$ cat config.mk
export PLATFORM = sky130hd
export DESIGN_NAME = sprite_draw_flat
export DESIGN_NICKNAME = d
export VERILOG_FILES = /design/src/rtl/sprite_draw_if.sv /design/src/rtl/sprite_draw.sv /design/src/flat_wrapper.sv
export SDC_FILE = /design/constraint.sdc
export NUM_CORES = 1
export LEC_CHECK = 0
export ABC_CLOCK_PERIOD_IN_PS = 6400
export CAP_MARGIN = 20
export CELL_PAD_IN_SITES_DETAIL_PLACEMENT = 1
export CELL_PAD_IN_SITES_GLOBAL_PLACEMENT = 2
export CORE_MARGIN = 2
export CORE_UTILIZATION = 35
export DETAILED_ROUTE_END_ITERATION = 8
export PLACE_DENSITY_LB_ADDON = 0.1
export REMOVE_ABC_BUFFERS = 1
export SETUP_SLACK_MARGIN = 0.4
export SKIP_LAST_GASP = 1
export SLEW_MARGIN = 20
export SYNTH_ARGS = -nofsm -noshare
export SYNTH_HDL_FRONTEND = slang
export SYNTH_SLANG_ARGS = --single-unit
$ cat constraint.sdc
create_clock -name clk_pix -period 6.4 [get_ports clk_pix]
set_input_delay 0.96 -clock clk_pix [delete_from_list [all_inputs] [get_ports clk_pix]]
set_output_delay 0.96 -clock clk_pix [all_outputs]
set_load 0.01 [all_outputs]
$ cat src/rtl/sprite_draw_if.sv
// Row-fetch port between the sprite drawer (master) and a synchronous bitmap ROM.
// rom_data follows rom_addr by one clock; its MSB is the leftmost pixel.
interface sprite_draw_if #(
    parameter int ADDRW = 3,
    parameter int WIDTH = 8
);
    logic [ADDRW-1:0] rom_addr;
    logic [WIDTH-1:0] rom_data;

    modport master (output rom_addr, input rom_data);
    modport slave  (input rom_addr, output rom_data);
endinterface

$ cat src/rtl/sprite_draw.sv
// Draws one scaled monochrome bitmap sprite into the 480p pixel stream.
// A bitmap row is fetched during horizontal blanking, then shifted out from sx==xl.
module sprite_draw #(
    parameter int CORDW  = 16,
    parameter int WIDTH  = 8,
    parameter int HEIGHT = 8,
    parameter int SCALE  = 2,
    parameter int ADDRW  = $clog2(HEIGHT)
) (
    input  logic                    clk_pix,
    input  logic                    rst_n,
    input  logic                    frame,
    input  logic                    line,
    input  logic signed [CORDW-1:0] sx,
    input  logic signed [CORDW-1:0] sy,
    input  logic signed [CORDW-1:0] sprx,
    input  logic signed [CORDW-1:0] spry,
    sprite_draw_if.master           rom,
    output logic                    pix,
    output logic                    drawing
);
    localparam int HW = $clog2(WIDTH*SCALE+1);
    localparam int VW = $clog2(HEIGHT*SCALE+1);
    localparam logic [HW-1:0] HCNT_LAST = HW'(WIDTH-1);
    localparam logic [HW-1:0] HSC_LAST  = HW'(SCALE-1);
    localparam logic [VW-1:0] ROW_LAST  = VW'(HEIGHT-1);
    localparam logic [VW-1:0] VSC_LAST  = VW'(SCALE-1);

    typedef enum logic [2:0] {IDLE, FETCH, LATCH, WAIT_X, DRAW} state_e;

    state_e                  state_q, state_d;
    logic signed [CORDW-1:0] xl_q, xl_d, yl_q, yl_d;
    logic [VW-1:0]           row_q, row_d, vsc_q, vsc_d;
    logic [HW-1:0]           hcnt_q, hcnt_d, hsc_q, hsc_d;
    logic [WIDTH-1:0]        shreg_q, shreg_d;
    logic                    started_q, started_d, done_q, done_d;
    logic [ADDRW-1:0]        rom_addr_q, rom_addr_d;
    logic                    pix_q, pix_d, drawing_q, drawing_d;
    logic                    line_act;

    always_ff @(posedge clk_pix or negedge rst_n) begin
        if (!rst_n) begin
            state_q    <= IDLE;
            xl_q       <= '0;
            yl_q       <= '0;
            row_q      <= '0;
            vsc_q      <= '0;
            hcnt_q     <= '0;
            hsc_q      <= '0;
            shreg_q    <= '0;
            started_q  <= 1'b0;
            done_q     <= 1'b1;
            rom_addr_q <= '0;
            pix_q      <= 1'b0;
            drawing_q  <= 1'b0;
        end else begin
            state_q    <= state_d;
            xl_q       <= xl_d;
            yl_q       <= yl_d;
            row_q      <= row_d;
            vsc_q      <= vsc_d;
            hcnt_q     <= hcnt_d;
            hsc_q      <= hsc_d;
            shreg_q    <= shreg_d;
            started_q  <= started_d;
            done_q     <= done_d;
            rom_addr_q <= rom_addr_d;
            pix_q      <= pix_d;
            drawing_q  <= drawing_d;
        end
    end

    // Vertical tracking: the row/scale counters stand in for (sy-yl)/SCALE.
    always_comb begin
        xl_d      = xl_q;
        yl_d      = yl_q;
        row_d     = row_q;
        vsc_d     = vsc_q;
        started_d = started_q;
        done_d    = done_q;
        line_act  = 1'b0;
        if (frame) begin
            xl_d      = sprx;
            yl_d      = spry;
            row_d     = '0;
            vsc_d     = '0;
            started_d = 1'b0;
            done_d    = 1'b0;
        end
        if (line && !done_d) begin
            if (!started_d) begin
                if (sy == yl_d) begin
                    started_d = 1'b1;
                    row_d     = '0;
                    vsc_d     = '0;
                    line_act  = 1'b1;
                end
            end else if (row_d == ROW_LAST && vsc_d == VSC_LAST) begin
                done_d = 1'b1;
            end else begin
                line_act = 1'b1;
                if (vsc_d == VSC_LAST) begin
                    vsc_d = '0;
                    row_d = row_d + 1'b1;
                end else begin
                    vsc_d = vsc_d + 1'b1;
                end
            end
        end
    end

    always_comb begin
        state_d    = state_q;
        hcnt_d     = hcnt_q;
        hsc_d      = hsc_q;
        shreg_d    = shreg_q;
        rom_addr_d = rom_addr_q;
        pix_d      = pix_q;
        drawing_d  = drawing_q;
        // A frame also aborts, so an unreachable xl can never match in vertical blanking.
        if (frame || line) begin
            state_d   = IDLE;
            drawing_d = 1'b0;
            pix_d     = 1'b0;
            if (line_act) begin
                state_d    = FETCH;
                rom_addr_d = row_d[ADDRW-1:0];
            end
        end else begin
            case (state_q)
                IDLE:  state_d = IDLE;
                FETCH: state_d = LATCH;
                LATCH: begin
                    shreg_d = rom.rom_data;
                    hcnt_d  = '0;
                    hsc_d   = '0;
                    state_d = WAIT_X;
                end
                WAIT_X: begin
                    if (sx == xl_q) begin
                        state_d   = DRAW;
                        drawing_d = 1'b1;
                        pix_d     = shreg_q[WIDTH-1];
                    end
                end
                DRAW: begin
                    // hcnt/hsc name the pixel already on the output; this cycle picks the next.
                    if (hsc_q == HSC_LAST) begin
                        hsc_d   = '0;
                        hcnt_d  = hcnt_q + 1'b1;
                        shreg_d = shreg_q << 1;
                    end else begin
                        hsc_d = hsc_q + 1'b1;
                    end
                    if (hsc_q == HSC_LAST && hcnt_q == HCNT_LAST) begin
                        state_d   = IDLE;
                        drawing_d = 1'b0;
                        pix_d     = 1'b0;
                    end else begin
                        pix_d = shreg_d[WIDTH-1];
                    end
                end
                default: state_d = IDLE;
            endcase
        end
    end

    assign rom.rom_addr = rom_addr_q;
    assign pix          = pix_q;
    assign drawing      = drawing_q;
endmodule

$ cat src/flat_wrapper.sv
// flat-port wrapper written by rule: the top's interface ports become plain ports
module sprite_draw_flat 
#(
    parameter int CORDW  = 16,
    parameter int WIDTH  = 8,
    parameter int HEIGHT = 8,
    parameter int SCALE  = 2,
    parameter int ADDRW  = $clog2(HEIGHT)
)
  (clk_pix, rst_n, frame, line, sx, sy, sprx, spry, pix, drawing, rom_rom_addr, rom_rom_data);
  sprite_draw_if #(.ADDRW(ADDRW), .WIDTH(WIDTH)) rom_i ();
  input  logic clk_pix;
  input  logic rst_n;
  input  logic frame;
  input  logic line;
  input  logic signed [CORDW-1:0] sx;
  input  logic signed [CORDW-1:0] sy;
  input  logic signed [CORDW-1:0] sprx;
  input  logic signed [CORDW-1:0] spry;
  output logic pix;
  output logic drawing;
  output wire logic [$bits(rom_i.rom_addr)-1:0] rom_rom_addr;
  input wire logic [$bits(rom_i.rom_data)-1:0] rom_rom_data;
  assign rom_rom_addr = rom_i.rom_addr;
  assign rom_i.rom_data = rom_rom_data;
  sprite_draw #(.CORDW(CORDW), .WIDTH(WIDTH), .HEIGHT(HEIGHT), .SCALE(SCALE), .ADDRW(ADDRW)) u_core (.clk_pix(clk_pix), .rst_n(rst_n), .frame(frame), .line(line), .sx(sx), .sy(sy), .sprx(sprx), .spry(spry), .rom(rom_i), .pix(pix), .drawing(drawing));
endmodule
==> flow_metrics.tcl, run 1 <==
set metrics [dict create \
    outcome "completed" \
    synth_top_cell_area_share 0.477 \
    placed_cells 537 \
    dr.max_layer_used "met4" \
    grtUsageTotal 0.175 \
    wl_met2_mm 4.79 \
    syn_area_per_cell_um2 10.9 \
    p_per_area_nw_per_um2 212 \
    slew_headroom 0.370 \
    grt_pass1_vias 3196 \
    clkSlewWorstSetupHoldPaths_ns 0.07 \
    fillerInstances 1135 \
    die_y_um 106 \
    drv_slew 0 \
    holdBufCountCts 0 \
    rsz0062_at_grt "no" \
    setup_viol 0 \
    n_antenna_cell 0 \
    start_util 0.356 \
    net-switching-power_mw 0.234 \
    firstDrtPassIters 4 \
    worstHoldStart "u_core.yl_q[10]" \
    r2r_start "u_core.hsc_q[1]" \
    wl_per_cell_um 16.5 \
    hold_viol 0 \
    peakVddDrop_mv 0.0855 \
    reg2regPathDepth 7 \
    yosys_most_used_dff "dfrtp_1" \
    drt-total-wl_mm 9.15 \
    rows 37 \
    drv_cap 0 \
    p_int_mw 0.776 \
    vias 2863 \
    cts_tree "built" \
    worstHoldPathType "register to register" \
    end_kind "register" \
    swShare 0.232 \
    synth_cell_types 50 \
    io_buffers 80 \
    seq_power_share 0.475 \
    worstPathMaxFanout 44 \
    fin_nets 493 \
    synth_edf_count 0 \
    ys_seq_elements 70 \
    syn_to_final_growth_pct 31.3 \
    cpMaxStageDelayCell "buf_2" \
    p_leak_nw 2.00 \
    ios 81 \
    routabilityCongestion 0.761 \
    power_frac_comb 0.125 \
    synth_area_leaders "dfrtp_1, mux2_2, xor2_1, nor2_1, nand2_1" \
    die_w_um 106 \
    wl_met1_mm 3.86 \
    seq_area_um2 1750 \
    antenna_found_initial 0 \
    tightest_slew_ns 0.946 \
    seq_area_frac_synth 0.484 \
    syn_area_um2 3620 \
    r2r_slack_ns 3.96 \
    min_to "u_core.yl_q[10]" \
    crit_chain "buf_2 -> mux2_2 -> xor2_1 -> nor4_1 -> and4_1 -> o211ai_1" \
    grt_start_max_net_pins 71 \
    post_cts_buffers 0 \
    skew_ns 0.0146 \
    final-instance-count-excl-fill 553 \
    synth_warnings 0 \
    path_class "input pin to register" \
    max_freq_mhz 314 \
    drive_gt1_frac 0.158 \
    clockBufferDepth 2 \
    crit_required_ns 6.60 \
    max_stage_delay_ns 0.69 \
    multi_input_comb_area_um2 1770 \
    insertion_delay_ns 0.35 \
    final_antenna_net_count 0 \
    worstSetupStartpointType "input pin" \
    die_area_um2 11200 \
    rr_endpoint "u_core.hcnt_q[4]" \
    async_flop_share 1.00 \
    vias_per_cell 5.18 \
    yosysTopAreaCell "dfrtp_1" \
    min_period_ns 3.18 \
    core_um2 10200 \
    cts_buffers 9 \
    drtIter0Drc 70 \
    clock_power_share 0.400 \
    htree_levels 3 \
    cp.arrival_ns 3.39 \
    route.met3.wl_um 433 \
    min_delay_path_depth 1 \
    cts.sinks 70 \
    grt-ovfl-total 0 \
    cts_resized 0 \
    final.setup.tns_ns 0 \
    synthCells 331 \
    grt_pass1_wl_mm 15.5 \
    drc 0 \
    dpl.hpwl_mm 6.62 \
    fin_crit_sh 0.497 \
    ctsRootBufferMaster "clkbuf_8" \
]
==> placed cells by master, fill, tap and decap left out, drive strengths merged, types with 5 or more instances in the layout <==
cell type,count
xor2,34
clkdlybuf4s50,78
mux2,34
nor2,24
nor4,11
o22ai,8
clkbuf,11
buf,6
dfrtp,69
o31ai,5
nand3,9
ha,5
a21oi,9
xnor2,5
nand4,6
nor2b,5
nand2,22
o21ai,12
inv,5
==> registers in the layout (all words and copies together), names as in the netlist <==
register             cells
u_core.rom.rom_addr      3
u_core.state_q           3
u_core.hsc_q             5
u_core.row_q             5
u_core.xl_q             16
u_core.pix               1
u_core.shreg_q           8
u_core.vsc_q             5
u_core.yl_q             16
u_core.done_q            1
u_core.hcnt_q            5
u_core.started_q         1
u_core.drawing           1
==> cell families (layout without fill, tap and decap cells) <==
logic type / count (synthesis) / in the layout / share of synthesized area
compound gates: 57 / 57 / 0.112
xor+xnor: 39 / 39 / 0.0943
fa+ha+maj: 5 / 5 / 0.0173
buf+inv: 19 / 105 / 0.0273
flops: 70 / 70 / 0.484
mux: 37 / 37 / 0.114
simple gates: 104 / 104 / 0.152
==> metrics by stage <==
stage               cell area (µm²)   util  total power, mW  setup slack, ns  hold slack, ns
floorplan                      3540      -            0.542             3.87           0.467
global placement               4530  0.445            0.613             2.82           0.489
global route                   4760  0.467             1.06             2.95           0.529
finish                         4760  0.467             1.01             3.22           0.504
CTS                            4760  0.467             1.03             3.12           0.512
detailed placement             4530  0.445            0.617             2.75           0.495
==> power by group through the flow <==
stage                     clock, mW  combinational, mW  sequential [mW]
after detailed placement          0              0.129            0.489
after global routing          0.439              0.140            0.483
after CTS                     0.421              0.129            0.480
after floorplan                   0             0.0566            0.485
after global placement            0              0.125            0.487
final                         0.404              0.126            0.480
==> cells in the mapped netlist, types with 4 or more instances <==
cell      count
dfrtp_1      69
nand3_1       9
nor3_1        4
nand2b_1      4
o21ai_0      12
o31ai_1       5
inv_1         5
a21oi_1       9
nand2_1      22
o22ai_1       8
nand4_1       6
xor2_1       34
xnor2_1       5
mux2_2       34
nor4_1       11
ha_1          5
nor2b_1       5
nor2_1       24
clkbuf_1      9
==> per-layer routing <==
layer  GRT usage  vias to the layer above
li1            -                     1362
met1       0.202                     1440
met2       0.318                       55
met3      0.0451                        6
met4      0.0508                        0
met5           0                        -
==> worst max-delay path by stage <==
stage / start / to / slack (ns) / depth (start not counted)
final: frame / u_core.rom.rom_addr[0] / 3.22 / 6
after global routing: frame / u_core.rom.rom_addr[1] / 2.95 / 6
after CTS: frame / u_core.rom.rom_addr[0] / 3.12 / 6
after detailed placement: frame / u_core.rom.rom_addr[0] / 2.75 / 6
after global placement: frame / u_core.rom.rom_addr[0] / 2.82 / 6
after floorplan: frame / u_core.state_q[0] / 3.87 / 6
==> cell type report <==
type	count	area share
Sequential cell	70	0.368
Timing Repair Buffer	84	0.172
Clock buffer	11	0.0297
Clock inverter	5	0.0174
Inverter	5	0.00394
Multi-Input combinational cell	242	0.372
Tap cell	136	0.0358
==> critical path, delay by kind of cell <==
kind | cells | cell delay (ns)
AOI/OAI and AO/OA | 1 | 0.17
and+or+nand+nor | 2 | 0.97
xor gates and xnor gates | 1 | 0.14
buffers and inverters | 1 | 0.69
muxes | 1 | 0.43
No activity file was read; power rests on OpenSTA's default activity.
==> run 2: changes to the inputs <==
--- a/config.mk
+++ b/config.mk
@@ -5,12 +5,12 @@
 export SDC_FILE = /design/constraint.sdc
 export NUM_CORES = 1
 export LEC_CHECK = 0
-export ABC_CLOCK_PERIOD_IN_PS = 6400
+export ABC_CLOCK_PERIOD_IN_PS = 2640
 export CAP_MARGIN = 20
 export CELL_PAD_IN_SITES_DETAIL_PLACEMENT = 1
 export CELL_PAD_IN_SITES_GLOBAL_PLACEMENT = 2
 export CORE_MARGIN = 2
-export CORE_UTILIZATION = 35
+export CORE_UTILIZATION = 29
 export DETAILED_ROUTE_END_ITERATION = 8
 export PLACE_DENSITY_LB_ADDON = 0.1
 export REMOVE_ABC_BUFFERS = 1
==> constraint.sdc (replaced) <==
create_clock -name clk_pix -period 2.64 [get_ports clk_pix]
set_input_delay 0.396 -clock clk_pix [delete_from_list [all_inputs] [get_ports clk_pix]]
set_output_delay 0.396 -clock clk_pix [all_outputs]
set_load 0.01 [all_outputs]
==> run 2 against run 1 <==
Register-to-register slack got worse by 3.5 ns; count of clock-buffer cells in the layout did not move; non-clock buffer count rose by 12; combinational power up 150%; power increased to 2.9 times the previous value; critical endpoint is now u_core.hcnt_q[2]; highest routed layer unchanged; wire length up 3.0%; via count grew 1.3%; critical path depth grew 2.
==> flow_metrics.tcl, run 2 (synthesis gave the netlist of run 1 again) <==
set metrics [dict create \
    drc 0 \
    drtIter0Drc 80 \
    drive_gt1_frac 0.196 \
    setup_viol 0 \
    die_w_um 116 \
    grt-ovfl-total 0 \
    holdBufCountCts 0 \
    placed_area_um2 4670 \
    wl_per_cell_um 15.8 \
    final_antenna_net_count 0 \
    p_per_area_nw_per_um2 578 \
    path_class "register to register" \
    rows 40 \
    cts.sinks 70 \
    worstHoldPathType "input pin to async pin" \
    cp.arrival_ns 2.33 \
    vias 2901 \
    p_int_mw 2.30 \
    start_util 0.299 \
    htree_levels 3 \
    min_period_ns 2.14 \
    cts_tree "built" \
    insertion_delay_ns 0.33 \
    rsz0062_at_grt "yes" \
    cpMaxStageDelayCell "or4b_4" \
    fin_area_um2 5060 \
    seq_power_share 0.398 \
    fin_nets 505 \
    dpl.hpwl_mm 7.00 \
    clockBufferDepth 2 \
    worstPathMaxFanout 8 \
    io_buffers 80 \
    peakVddDrop_mv 0.310 \
    worstSetupStartpointType "register" \
    swShare 0.213 \
    finalPower_mw 2.93 \
    skew_ns 0.00868 \
    drv_cap 0 \
    tightest_slew_ns 0.653 \
    net-switching-power_mw 0.623 \
    drv_slew 0 \
    antenna_found_initial 0 \
    crit_chain "inv_1 -> ha_1 -> or4b_4 -> a2111oi_4 -> buf_6 -> nand2_1 -> xor2_1 -> nor2_1" \
    ctsRootBufferMaster "clkbuf_16" \
    core_um2 12100 \
    r2r_start "u_core.hsc_q[1]" \
    p_leak_nw 2.12 \
    cts_buffers 9 \
    hold_viol 0 \
    grt_start_max_net_pins 47 \
    die_area_um2 13400 \
    n_antenna_cell 0 \
    power_frac_comb 0.107 \
    routabilityCongestion 0.747 \
    grt_pass1_wl_mm 16.1 \
    clock_power_share 0.495 \
    final.setup.tns_ns 0 \
    vias_per_cell 4.86 \
    outcome "completed" \
    fin_crit_sh 0.809 \
    drt-total-wl_mm 9.43 \
    startpoint "u_core.hsc_q[1]" \
    firstDrtPassIters 4 \
    grtUsageTotal 0.155 \
    clkSlewWorstSetupHoldPaths_ns 0.06 \
    end_kind "register" \
    slew_headroom 0.562 \
    die_y_um 116 \
    max_freq_mhz 468 \
    ios 81 \
    max_stage_delay_ns 0.51 \
    grt_pass1_vias 3227 \
    crit_required_ns 2.84 \
    reg_top3 "u_core.xl_q x16, u_core.yl_q x16, u_core.shreg_q x8" \
    syn_to_final_growth_pct 39.7 \
    final_common_cell "clkdlybuf4s50_1" \
    final_cell_mix "clkdlybuf4s50_1, dfrtp_1, mux2_2, xor2_1, nor2_1" \
]
## run 2: changes by cell type in the layout (fill, tap and decap cells not counted), moves of 2 or more
cell | previous run | this run
clkbuf_16 | 0 | 9
clkinvlp_4 | 0 | 2
buf_4 | 4 | 14
clkinv_4 | 2 | 0
clkbuf_8 | 10 | 2
## run 2: worst paths after layout
check                                   endpoint  slack (ns)  cells past startpoint
worst max register to register  u_core.hcnt_q[2]        0.50                      8
min in group clk_pix             u_core.yl_q[10]        0.50                      1
worst min-delay path              u_core.xl_q[3]        0.07                      1
worst min register to register   u_core.yl_q[10]        0.50                      1
max in group asynchronous          u_core.done_q        1.83                      2
worst max-delay path            u_core.hcnt_q[2]        0.50                      8
## run 2: what timing repair did
item                                    4_1_cts  5_1_grt
pin swaps                                     0        2
endpoints found under the setup margin        5       11
buffers inserted                              0        1
resized for setup                             2        5
## run 2: layout make-up
class	count	area, µm²
clock buffers	11	253
clock inverters	5	105
fillers	1377	7050
inverters	5	18.8
multi-input cells	242	1790
flip-flops and latches	70	1750
well taps	168	210
repair buffers	96	930
## run 2: metal layers
layer  vias to the layer above  wire length [µm]  global-route usage
met5                         -                 0                   0
met4                         0               142              0.0556
met3                        10               465              0.0413
met2                        53              4620               0.264
met1                      1451              4200               0.188
li1                       1387                 -                   -
## run 2: critical path, delay by kind of cell (launching register included)
family | cells | cell delay, ns
AND/OR/NAND/NOR | 3 | 0.63
AO/OA/AOI/OAI | 1 | 0.41
flip-flops | 1 | 0.40
buffers and inverters | 2 | 0.27
adder cells (fa/ha/maj) | 1 | 0.16
XOR/XNOR | 1 | 0.13
## run 2: power groups by stage
stage / registers [mW] / logic, mW / clock network [mW]
2_1_floorplan: 1.18 / 0.137 / 0
3_3_place_gp: 1.18 / 0.312 / 0
3_5_place_dp: 1.18 / 0.317 / 0
4_1_cts: 1.17 / 0.320 / 1.49
5_1_grt: 1.17 / 0.348 / 1.54
6_report: 1.16 / 0.313 / 1.45
## run 2: metrics by stage
stage	hold WS, ns	setup WS [ns]	utilization	cells
3_3_place_gp	0.454	0.0568	0.386	580
6_report	0.0684	0.505	0.418	597
2_1_floorplan	0.100	0.543	-	317
4_1_cts	0.0919	0.428	0.416	596
3_5_place_dp	0.453	0.0131	0.386	580
5_1_grt	0.122	0.381	0.418	597
==> run 3: changes to the inputs <==
--- a/config.mk
+++ b/config.mk
@@ -5,12 +5,12 @@
 export SDC_FILE = /design/constraint.sdc
 export NUM_CORES = 1
 export LEC_CHECK = 0
-export ABC_CLOCK_PERIOD_IN_PS = 2640
+export ABC_CLOCK_PERIOD_IN_PS = 2000
 export CAP_MARGIN = 20
 export CELL_PAD_IN_SITES_DETAIL_PLACEMENT = 1
 export CELL_PAD_IN_SITES_GLOBAL_PLACEMENT = 2
 export CORE_MARGIN = 2
-export CORE_UTILIZATION = 29
+export CORE_UTILIZATION = 32
 export DETAILED_ROUTE_END_ITERATION = 8
 export PLACE_DENSITY_LB_ADDON = 0.1
 export REMOVE_ABC_BUFFERS = 1
==> constraint.sdc (replaced) <==
create_clock -name clk_pix -period 2 [get_ports clk_pix]
set_input_delay 0.3 -clock clk_pix [delete_from_list [all_inputs] [get_ports clk_pix]]
set_output_delay 0.3 -clock clk_pix [all_outputs]
set_load 0.01 [all_outputs]
==> run 3 against run 2 <==
Non-clock buffer count increased by 41; largest power group unchanged; the flow now finishes with violations (hold timing); maximum frequency up 8.3%; first-iteration DRC count shrank 25%; power rose by 27%; sequential share of layout area down 3.6 points; sequential power rose by 33%; die area is 9.1% lower.
==> flow_metrics.tcl, run 3 (synthesis gave the netlist of run 1 again) <==
set metrics [dict create \
    outcome "finished with violations" \
    violations "hold timing" \
    tightest_slew_ns 0.408 \
    cts.sinks 70 \
    crit_required_ns 2.25 \
    cts_buffers 9 \
    worstPathMaxFanout 7 \
    rows 38 \
    drt-total-wl_mm 10.1 \
    syn_to_final_growth_pct 56.0 \
    ios 81 \
    final_cell_mix "clkdlybuf4s50_1, dfrtp_1, buf_4" \
    fin_crit_sh 0.986 \
    p_per_area_nw_per_um2 657 \
    cts_tree "built" \
    routabilityCongestion 0.828 \
    grtUsageTotal 0.172 \
    min_period_ns 1.97 \
    vias_per_cell 5.07 \
    drive_gt1_frac 0.351 \
    start_util 0.331 \
    htree_levels 3 \
    holdBufCountCts 0 \
    end_kind "register" \
    reg2regPathDepth 8 \
    drc 0 \
    skew_ns 0.00588 \
    route.met3.wl_um 649 \
    peakVddDrop_mv 0.452 \
    drv_slew 0 \
    path_class "register to register" \
    die_w_um 110 \
    setup_viol 0 \
    grt_pass1_vias 3386 \
    final_common_cell "clkdlybuf4s50_1" \
    grt_pass1_wl_mm 17.0 \
    fin_nets 546 \
    fin_hold_ws_ns -0.00725 \
    slew_headroom 0.728 \
    insertion_delay_ns 0.33 \
    clockBufferDepth 2 \
    hold_viol 9 \
    cp.arrival_ns 2.23 \
    firstDrtPassIters 6 \
    grt_start_max_net_pins 71 \
    final.setup.tns_ns 0 \
    drtIter0Drc 60 \
    max_freq_mhz 507 \
    wl_per_cell_um 16.5 \
    worstSetupStartpointType "register" \
    vias 3091 \
    worstHoldPathType "input pin to async pin" \
    die_area_um2 12200 \
    fillerInstances 1199 \
    final_util 0.517 \
    rsz0062_at_grt "yes" \
    die_y_um 110 \
    clkSlewWorstSetupHoldPaths_ns 0.06 \
    dpl.hpwl_mm 7.14 \
    grt-ovfl-total 0 \
    core_um2 10900 \
    antenna_found_initial 0 \
    reg_top3 "u_core.xl_q x16, u_core.yl_q x16, u_core.shreg_q x8" \
    io_buffers 80 \
    dr.max_layer_used "met4" \
    wl_met2_mm 4.86 \
    drv_cap 0 \
    final_antenna_net_count 0 \
    ctsRootBufferMaster "clkbuf_16" \
    n_antenna_cell 0 \
    p_leak_nw 2.43 \
    wl_met1_mm 4.42 \
]
[run 3: per-stage QoR]
step	worst slack (ns)	cell area, µm²	instances	total power, mW
2_1_floorplan	-0.0970	3540	317	1.73
3_3_place_gp	-0.334	4890	585	1.99
3_5_place_dp	-0.372	4890	585	2.01
4_1_cts	-0.00939	5450	606	3.75
5_1_grt	-0.107	5650	610	3.88
6_report	0.0279	5650	610	3.71
[run 3: final cells by class]
class / count / area [µm²] / area share
Clock buffer: 13 / 280 / 0.0496
Inverter: 5 / 18.8 / 0.00332
Sequential cell: 70 / 1750 / 0.310
Multi-Input combinational cell: 242 / 2080 / 0.369
Tap cell: 140 / 175 / 0.0310
Clock inverter: 3 / 40.0 / 0.00708
Timing Repair Buffer: 137 / 1300 / 0.230
[run 3: timing repair]
action                     in CTS  in global routing
pin swaps                      24                 10
setup endpoints to repair      38                 39
buffers inserted                4                  4
gates cloned                    1                  0
gates resized for setup        42                 43
[run 3: final timing paths]
| path | startpoint | end | slack (ns) |
|---|---|---|---|
| setup reg to reg | u_core.hsc_q[1] | u_core.shreg_q[3] | 0.03 |
| hold reg to reg | u_core.shreg_q[0] | u_core.shreg_q[0] | 0.51 |
| min in group clk_pix | spry[15] | u_core.yl_q[15] | 0.28 |
| max in group asynchronous | rst_n | u_core.done_q | 1.66 |
| hold / removal | rst_n | u_core.shreg_q[4] | -0.007 |
| setup / recovery | u_core.hsc_q[1] | u_core.shreg_q[3] | 0.03 |
[run 3: power by group]
group	switching (mW)	leakage (nW)	internal [mW]
registers	0.0429	0.888	1.50
logic	0.189	1.38	0.291
clock network	0.594	0.162	1.10
total	0.826	2.43	2.89
[run 3: metal layers]
metal / GRT usage / vias to the layer above
li1: - / 1465
met1: 0.212 / 1542
met2: 0.288 / 73
met3: 0.0571 / 11
met4: 0.0492 / 0
met5: 0 / -
[run 3: critical path, cell delays in order (launching register included)]
cell	delay, ns
dfrtp_1	0.38
inv_2	0.07
ha_4	0.12
or4b_4	0.48
a2111oi_4	0.40
buf_4	0.18
buf_6	0.12
nor2_1	0.04
a21oi_1	0.11
